`src/rtl/if_fetch_unit_if.sv`:
```
// Instruction-memory request/acknowledge bus between the fetch unit and imem.
//   imem_req   : request valid (fetch unit -> memory)
//   imem_addr  : word address, held stable while imem_req=1 and imem_ack=0
//   imem_ack   : response valid, only meaningful while imem_req=1
//   imem_rdata : instruction word, valid with imem_ack
interface if_fetch_unit_if;
  logic        imem_req;
  logic [31:0] imem_addr;
  logic        imem_ack;
  logic [31:0] imem_rdata;

  modport master (
    output imem_req,
    output imem_addr,
    input  imem_ack,
    input  imem_rdata
  );

  modport slave (
    input  imem_req,
    input  imem_addr,
    output imem_ack,
    output imem_rdata
  );
endinterface

```
`src/rtl/if_fetch_unit.sv`:
```
// IF-stage fetch engine feeding the IF/ID pipeline register.
// Owns the PC, requests words from instruction memory over a req/ack bus,
// buffers returned words in a head entry plus one skid entry, and presents
// {PC+4, instruction} to IF/ID. Honours the IF/ID stall and flushes on redirects.
// Optional feature macro: MISALIGN_CHECK_EN (reports misaligned redirect targets).
// Ports:
//   clk, reset        : clock, synchronous active-high reset
//   Block_PC_Write    : IF/ID holding; head entry is not consumed this cycle
//   redirect_valid    : 1-cycle branch/jump redirect pulse
//   redirect_target   : new PC for the redirect
//   imem              : instruction-memory bus (master side)
//   out_PC_4          : PC+4 of the head entry
//   out_Instruction   : head instruction, NOP_WORD when no valid entry
//   out_valid         : head entry valid
//   fetch_misalign    : 1-cycle pulse on misaligned redirect (feature build only)
module if_fetch_unit #(
  parameter logic [31:0] RESET_PC = 32'h0040_0000,
  parameter logic [31:0] NOP_WORD = 32'h0000_0000
) (
  input  logic                   clk,
  input  logic                   reset,
  input  logic                   Block_PC_Write,
  input  logic                   redirect_valid,
  input  logic [31:0]            redirect_target,
  if_fetch_unit_if.master        imem,
  output logic [31:0]            out_PC_4,
  output logic [31:0]            out_Instruction,
  output logic                   out_valid,
  output logic                   fetch_misalign
);

  localparam int unsigned XLEN = 32;

  typedef enum logic [1:0] {
    S_IDLE = 2'd0,
    S_REQ  = 2'd1,
    S_HOLD = 2'd2
  } state_e;

  state_e            state_q, state_d;
  logic [XLEN-1:0]   pc_q, pc_d;
  logic              kill_q, kill_d;
  logic              head_valid_q, head_valid_d;
  logic [XLEN-1:0]   head_pc4_q, head_pc4_d;
  logic [XLEN-1:0]   head_instr_q, head_instr_d;
  logic              skid_valid_q, skid_valid_d;
  logic [XLEN-1:0]   skid_pc4_q, skid_pc4_d;
  logic [XLEN-1:0]   skid_instr_q, skid_instr_d;
  logic              req_q, req_d;
  logic [XLEN-1:0]   addr_q, addr_d;
  logic              misalign_q, misalign_d;

  logic              ack_c;
  logic              consume_c;
  logic [XLEN-1:0]   pc_plus4_c;

`ifndef MISALIGN_CHECK_EN
  // Low target bits are dropped silently in this build.
  logic unused_tgt_lo;
  assign unused_tgt_lo = ^redirect_target[1:0];
`endif

  // State and datapath registers.
  always_ff @(posedge clk) begin
    if (reset) begin
      state_q      <= S_IDLE;
      pc_q         <= RESET_PC;
      kill_q       <= 1'b0;
      head_valid_q <= 1'b0;
      head_pc4_q   <= '0;
      head_instr_q <= NOP_WORD;
      skid_valid_q <= 1'b0;
      skid_pc4_q   <= '0;
      skid_instr_q <= NOP_WORD;
      req_q        <= 1'b0;
      addr_q       <= RESET_PC;
      misalign_q   <= 1'b0;
    end else begin
      state_q      <= state_d;
      pc_q         <= pc_d;
      kill_q       <= kill_d;
      head_valid_q <= head_valid_d;
      head_pc4_q   <= head_pc4_d;
      head_instr_q <= head_instr_d;
      skid_valid_q <= skid_valid_d;
      skid_pc4_q   <= skid_pc4_d;
      skid_instr_q <= skid_instr_d;
      req_q        <= req_d;
      addr_q       <= addr_d;
      misalign_q   <= misalign_d;
    end
  end

  // Next-state, buffer and request logic.
  always_comb begin
    state_d      = state_q;
    pc_d         = pc_q;
    kill_d       = kill_q;
    head_valid_d = head_valid_q;
    head_pc4_d   = head_pc4_q;
    head_instr_d = head_instr_q;
    skid_valid_d = skid_valid_q;
    skid_pc4_d   = skid_pc4_q;
    skid_instr_d = skid_instr_q;
    misalign_d   = 1'b0;

    // Acks are only honoured while a request is actually on the bus.
    ack_c      = imem.imem_ack & req_q;
    consume_c  = ~Block_PC_Write & head_valid_q;
    pc_plus4_c = pc_q + XLEN'(4);

    if (consume_c) begin
      head_valid_d = 1'b0;
      head_instr_d = NOP_WORD;
    end

    case (state_q)
      S_IDLE: begin
        state_d = S_REQ;
      end
      S_REQ: begin
        if (ack_c) begin
          if (kill_q) begin
            kill_d = 1'b0;
          end else if (!head_valid_q || !Block_PC_Write) begin
            head_valid_d = 1'b1;
            head_pc4_d   = pc_plus4_c;
            head_instr_d = imem.imem_rdata;
            pc_d         = pc_plus4_c;
          end else begin
            skid_valid_d = 1'b1;
            skid_pc4_d   = pc_plus4_c;
            skid_instr_d = imem.imem_rdata;
            pc_d         = pc_plus4_c;
            state_d      = S_HOLD;
          end
        end
      end
      S_HOLD: begin
        if (!Block_PC_Write) begin
          head_valid_d = skid_valid_q;
          head_pc4_d   = skid_pc4_q;
          head_instr_d = skid_valid_q ? skid_instr_q : NOP_WORD;
          skid_valid_d = 1'b0;
          state_d      = S_REQ;
        end
      end
      default: begin
        state_d = S_IDLE;
      end
    endcase

    // Redirect overrides stall and ack; an in-flight request is tracked by kill.
    if (redirect_valid) begin
      pc_d         = {redirect_target[31:2], 2'b00};
      head_valid_d = 1'b0;
      head_instr_d = NOP_WORD;
      skid_valid_d = 1'b0;
      state_d      = S_REQ;
      kill_d       = req_q & ~ack_c;
`ifdef MISALIGN_CHECK_EN
      misalign_d   = |redirect_target[1:0];
`endif
    end

    req_d  = (state_d == S_REQ);
    // Address must not move while a request waits for its ack.
    addr_d = (req_q && !ack_c) ? addr_q : pc_d;
  end

  assign imem.imem_req   = req_q;
  assign imem.imem_addr  = addr_q;
  assign out_PC_4        = head_pc4_q;
  assign out_Instruction = head_instr_q;
  assign out_valid       = head_valid_q;
  assign fetch_misalign  = misalign_q;

endmodule

```
`src/flat_wrapper.sv`:
```
// flat-port wrapper written by rule: the top's interface ports become plain ports
module if_fetch_unit_flat 
#(
  parameter logic [31:0] RESET_PC = 32'h0040_0000,
  parameter logic [31:0] NOP_WORD = 32'h0000_0000
)
  (clk, reset, Block_PC_Write, redirect_valid, redirect_target, out_PC_4, out_Instruction, out_valid, fetch_misalign, imem_imem_req, imem_imem_addr, imem_imem_ack, imem_imem_rdata);
  if_fetch_unit_if imem_i ();
  input  logic clk;
  input  logic reset;
  input  logic Block_PC_Write;
  input  logic redirect_valid;
  input  logic [31:0] redirect_target;
  output logic [31:0] out_PC_4;
  output logic [31:0] out_Instruction;
  output logic out_valid;
  output logic fetch_misalign;
  output wire logic [$bits(imem_i.imem_req)-1:0] imem_imem_req;
  output wire logic [$bits(imem_i.imem_addr)-1:0] imem_imem_addr;
  input wire logic [$bits(imem_i.imem_ack)-1:0] imem_imem_ack;
  input wire logic [$bits(imem_i.imem_rdata)-1:0] imem_imem_rdata;
  assign imem_imem_req = imem_i.imem_req;
  assign imem_imem_addr = imem_i.imem_addr;
  assign imem_i.imem_ack = imem_imem_ack;
  assign imem_i.imem_rdata = imem_imem_rdata;
  if_fetch_unit #(.RESET_PC(RESET_PC), .NOP_WORD(NOP_WORD)) u_core (.clk(clk), .reset(reset), .Block_PC_Write(Block_PC_Write), .redirect_valid(redirect_valid), .redirect_target(redirect_target), .imem(imem_i), .out_PC_4(out_PC_4), .out_Instruction(out_Instruction), .out_valid(out_valid), .fetch_misalign(fetch_misalign));
endmodule
```
`config.mk`:
```
export PLATFORM = sky130hd
export DESIGN_NAME = if_fetch_unit_flat
export DESIGN_NICKNAME = d
export VERILOG_FILES = /design/src/rtl/if_fetch_unit_if.sv /design/src/rtl/if_fetch_unit.sv /design/src/flat_wrapper.sv
export SDC_FILE = /design/constraint.sdc
export NUM_CORES = 1
export LEC_CHECK = 0
export BUFFER_PORTS_ARGS = -buffer_cell sky130_fd_sc_hd__buf_2
export CORE_MARGIN = 2
export CORE_UTILIZATION = 50
export CTS_BUF_LIST = sky130_fd_sc_hd__clkbuf_8
export DETAILED_ROUTE_END_ITERATION = 10
export GPL_TIMING_DRIVEN = 1
export PLACE_DENSITY = 0.82
export SYNTH_ARGS = -nofsm -noshare
export SYNTH_HDL_FRONTEND = slang
export SYNTH_SLANG_ARGS = --single-unit
export TNS_END_PERCENT = 100
```
`constraint.sdc`:
```
create_clock -name clk -period 3 [get_ports clk]
set_clock_uncertainty 0.2 [all_clocks]
set_input_delay 0.15 -clock clk [delete_from_list [all_inputs] [get_ports clk]]
set_output_delay 0.15 -clock clk [all_outputs]
set_load 0.01 [all_outputs]
```
==> impl_metrics.ini <==
[outcome]
status = finished, final reports clean

[global_route]
via_count_of_the_first_global_routing_pass = 7888
pin_count_of_the_biggest_net_entering_global_routing = 68
grt.overflow.total = 0
grt.total_usage = 0.2652
global_route_wire_length_before_repair_mm = 39.69
initial_antenna_violation_count = 0

[min_path]
worst_min_delay_path_category = input port to register
hold-path-cell-count = 3
hold_path.startpoint = redirect_valid
holdPathEnd = u_core.pc_q[4]$_SDFF_PP0_

[setup_path]
critical_path_class = register to register
worstSetupStartpointType = register
worst_r2r_endpoint = u_core.pc_q[22]$_SDFF_PP1_
critPathCaptureType = register
worst_r2r_startpoint = u_core.pc_q[3]$_SDFF_PP0_
worstPathBufferInverterCount = 0
r2r_cells = 6
crit_path_cell_trace = ha_1, nand4_4, or4_4, o31a_1, nor3_1, o21ai_0
critPathMaxStageDelay_ns = 0.65
critPathTopFamily = simple AND/OR/NAND/NOR gates
r2r_setup_slack_ns = 0.26
critPathSlowestCell = or4_4
wp_data_required_ns = 3.11
worstPathArrival_ns = 2.85
critical_path.max_fanout = 13

[sta]
worst-slew-pin-transition_ns = 0.8344
fin_crit_period_ns = 2.740
totalNegativeSetupSlack_ns = 0
timing_hold_violations_final = 0
whs_ns = 0.04568
final-setup-viol-count = 0
grt_setup_unrepaired = false
timing_max_transition_violations_final = 0
achievable-frequency_mhz = 364.9
post-route-period-util = 0.9134
timing.slew.headroom = 0.4431

[finish]
synthToLayoutAreaGrowth_pct = 22.57
n_antenna_cell = 0
post_route_cells_drive_above_1_share = 0.1987
layout.cell_area.non_filler_sq_mm = 0.01089
nets = 1311

[routing]
drcViolationCount = 0
detailedRoute.firstPassIterationCount = 5
initialDrtViolationCount = 990
drt.antenna.violating_nets = 0
via_count = 8683
wl_per_cell_um = 17.20
vias_per_cell = 5.895
detail_route.wirelength_mm = 25.34

[placement]
postPlaceCellArea_sq_mm = 0.009847
dp_hpwl_mm = 16.29
numPortBuffers = 164
gp_congestion = 0.9071

[yosys]
flip_flop_and_latch_count_after_synthesis = 198
synthesis.instances = 1060
synth.yosys.seq_area_share = 0.4461
postSynth.asyncResetShare = 0
syn_area_sq_mm = 0.008886
yosysUniqueCellTypes = 66
number_of_synthesized_flops_with_an_enable_pin = 0
yosysTopAreaCellShare = 0.4461
mappedNetlistNets = 1134
synth.largest_area_cell = dfxtp_1
ys_dominant_reg_cell = dfxtp_1
synth.top_cells.by_area = dfxtp_1 (45%), nand2_1 (6.2%), a21oi_1 (4.2%)
syn_avg_cell_area_sq_um = 8.383
synth-warning-count = 0

[floorplanning]
core_area_sq_mm = 0.01736
start_util = 0.5120
core.rowCount = 48
fp.dieW_um = 137.3
io-pin-count = 168
die_area_sq_mm = 0.01885
die-height_um = 137.3

[power]
power_density_mw_per_mm2 = 470.4
power.ir.vdd_worst_mv = 0.3557
leakage_nw = 4.290

[clocking]
cts_tree = yes
clk_root_buffer_cell = clkbuf_8
clock_path_buffers = 2
worst_setup_hold_path_clk_slew_ns = 0.09
htreeDepth = 4
post_cts_resized = 0
clock_latency_ns = 0.46
inserted_clock_buffers = 17
cts.sink_count = 198

[run]
maximum_capacitance_violations = 0
[per-stage QoR]
stage / power (mW) / instances / utilization / setup slack (ns)
3_5_place_dp: 3.407 / 1378 / 0.5673 / 0.3658
5_1_grt: 5.309 / 1473 / 0.6275 / 0.09807
2_1_floorplan: 3.184 / 1060 / - / 0.5583
4_1_cts: 5.141 / 1473 / 0.6275 / 0.3372
6_report: 5.124 / 1473 / 0.6275 / 0.2597
3_3_place_gp: 3.396 / 1378 / 0.5673 / 0.4640
[what timing repair did]
action | in CTS | in global routing
endpoints found under the hold margin | 129 | 0
buffers inserted | 0 | 0
hold buffers | 65 | 0
[power by group]
| group | switching [mW] | internal [mW] |
|---|---|---|
| combinational | 0.366 | 0.273 |
| clock | 0.877 | 0.817 |
| sequential | 0.0803 | 2.71 |
[final cells by class]
type,instances,area [sq um]
Clock buffer,21,289.0
Clock inverter,9,105.1
Fill cell,1412,6465
Inverter,13,48.80
Multi-Input combinational cell,744,4474
Sequential cell,198,3964
Tap cell,225,281.5
Timing Repair Buffer,263,1729
[worst max path at each step]
stage | slack [ns] | startpoint | to | cells past startpoint
floorplan | 0.56 | u_core.pc_q[2]$_SDFF_PP0_ | u_core.imem.imem_addr[20]$_SDFFE_PP0N_ | 7
global placement | 0.46 | u_core.pc_q[3]$_SDFF_PP0_ | u_core.out_PC_4[22]$_SDFFE_PP0P_ | 6
detailed placement | 0.37 | u_core.pc_q[3]$_SDFF_PP0_ | u_core.pc_q[22]$_SDFF_PP1_ | 6
CTS | 0.34 | u_core.pc_q[3]$_SDFF_PP0_ | u_core.pc_q[22]$_SDFF_PP1_ | 6
global route | 0.1 | u_core.pc_q[3]$_SDFF_PP0_ | u_core.pc_q[22]$_SDFF_PP1_ | 6
finish | 0.26 | u_core.pc_q[3]$_SDFF_PP0_ | u_core.pc_q[22]$_SDFF_PP1_ | 6
[state kept, by name (all words and copies together) (netlist names)]
signal / flops
u_core.out_Instruction: 32
u_core.imem.imem_addr: 32
u_core.out_valid: 1
u_core.skid_pc4_q: 32
u_core.pc_q: 32
u_core.skid_instr_q: 32
u_core.state_q: 2
u_core.imem.imem_req: 1
u_core.out_PC_4: 32
u_core.kill_q: 1
u_core.skid_valid_q: 1
[cells in the mapped netlist, types with 13 or more instances]
master / n
buf_2: 13
o21ai_0: 31
nand3_1: 25
dfxtp_1: 198
nand2b_1: 18
nor2_1: 96
a22o_1: 32
xnor2_1: 23
a21oi_1: 74
nor4_1: 16
a31oi_1: 14
clkbuf_1: 84
nand4_1: 13
nand2_1: 146
o22ai_1: 13
nor3_1: 35
o31a_1: 13
a211oi_1: 24
a22oi_1: 32
[routing by layer]
layer / track usage / vias up / part of all wire
met1: 0.3689 / 4086 / 0.44
met5: 0 / - / 0
met3: 0.04452 / 51 / 0.076
met4: 0.09908 / 0 / 0.024
li1: - / 4167 / -
met2: 0.4129 / 379 / 0.46
[worst reg2reg max path, cell delays in order (launching register included)]
cell and delay (ns):
dfxtp_1 0.39, ha_1 0.32, nand4_4 0.20, or4_4 0.65
o31a_1 0.27, nor3_1 0.39, o21ai_0 0.18
[cells by family (layout without fill, tap and decap cells)]
logic type	after synthesis	count (layout)	synth area share
other cells	1	1	0.0004220
compound gates	300	300	0.2378
xor+xnor	35	35	0.03450
simple gates	393	393	0.2095
fa+ha+maj	5	5	0.007040
buf+inv	118	306	0.05336
mux	10	10	0.01126
flops	198	198	0.4461
[placed cells by master (no fill, tap or decap), types with 4 or more instances in the layout]
cell type	n
a32o_1	4
a31o_2	4
o211ai_1	8
nand3_1	25
nand2b_1	18
inv_1	15
and2_1	8
o31ai_1	10
and3_1	6
mux2i_1	10
o22ai_1	12
xnor2_1	23
buf_4	35
o21ai_0	31
a22o_1	32
nor4_1	16
nor2_1	95
nand4_1	13
ha_1	5
nor3_1	35
a211oi_1	24
o31a_1	13
buf_2	163
nand2_1	146
dfxtp_1	198
clkbuf_8	21
and4_1	6
a21oi_1	73
dlygate4sd3_1	65
nor4_2	4
xor2_1	12
o21a_1	5
o211a_1	9
a22oi_1	32
a31oi_1	14
(Power assumes the default switching activity.)
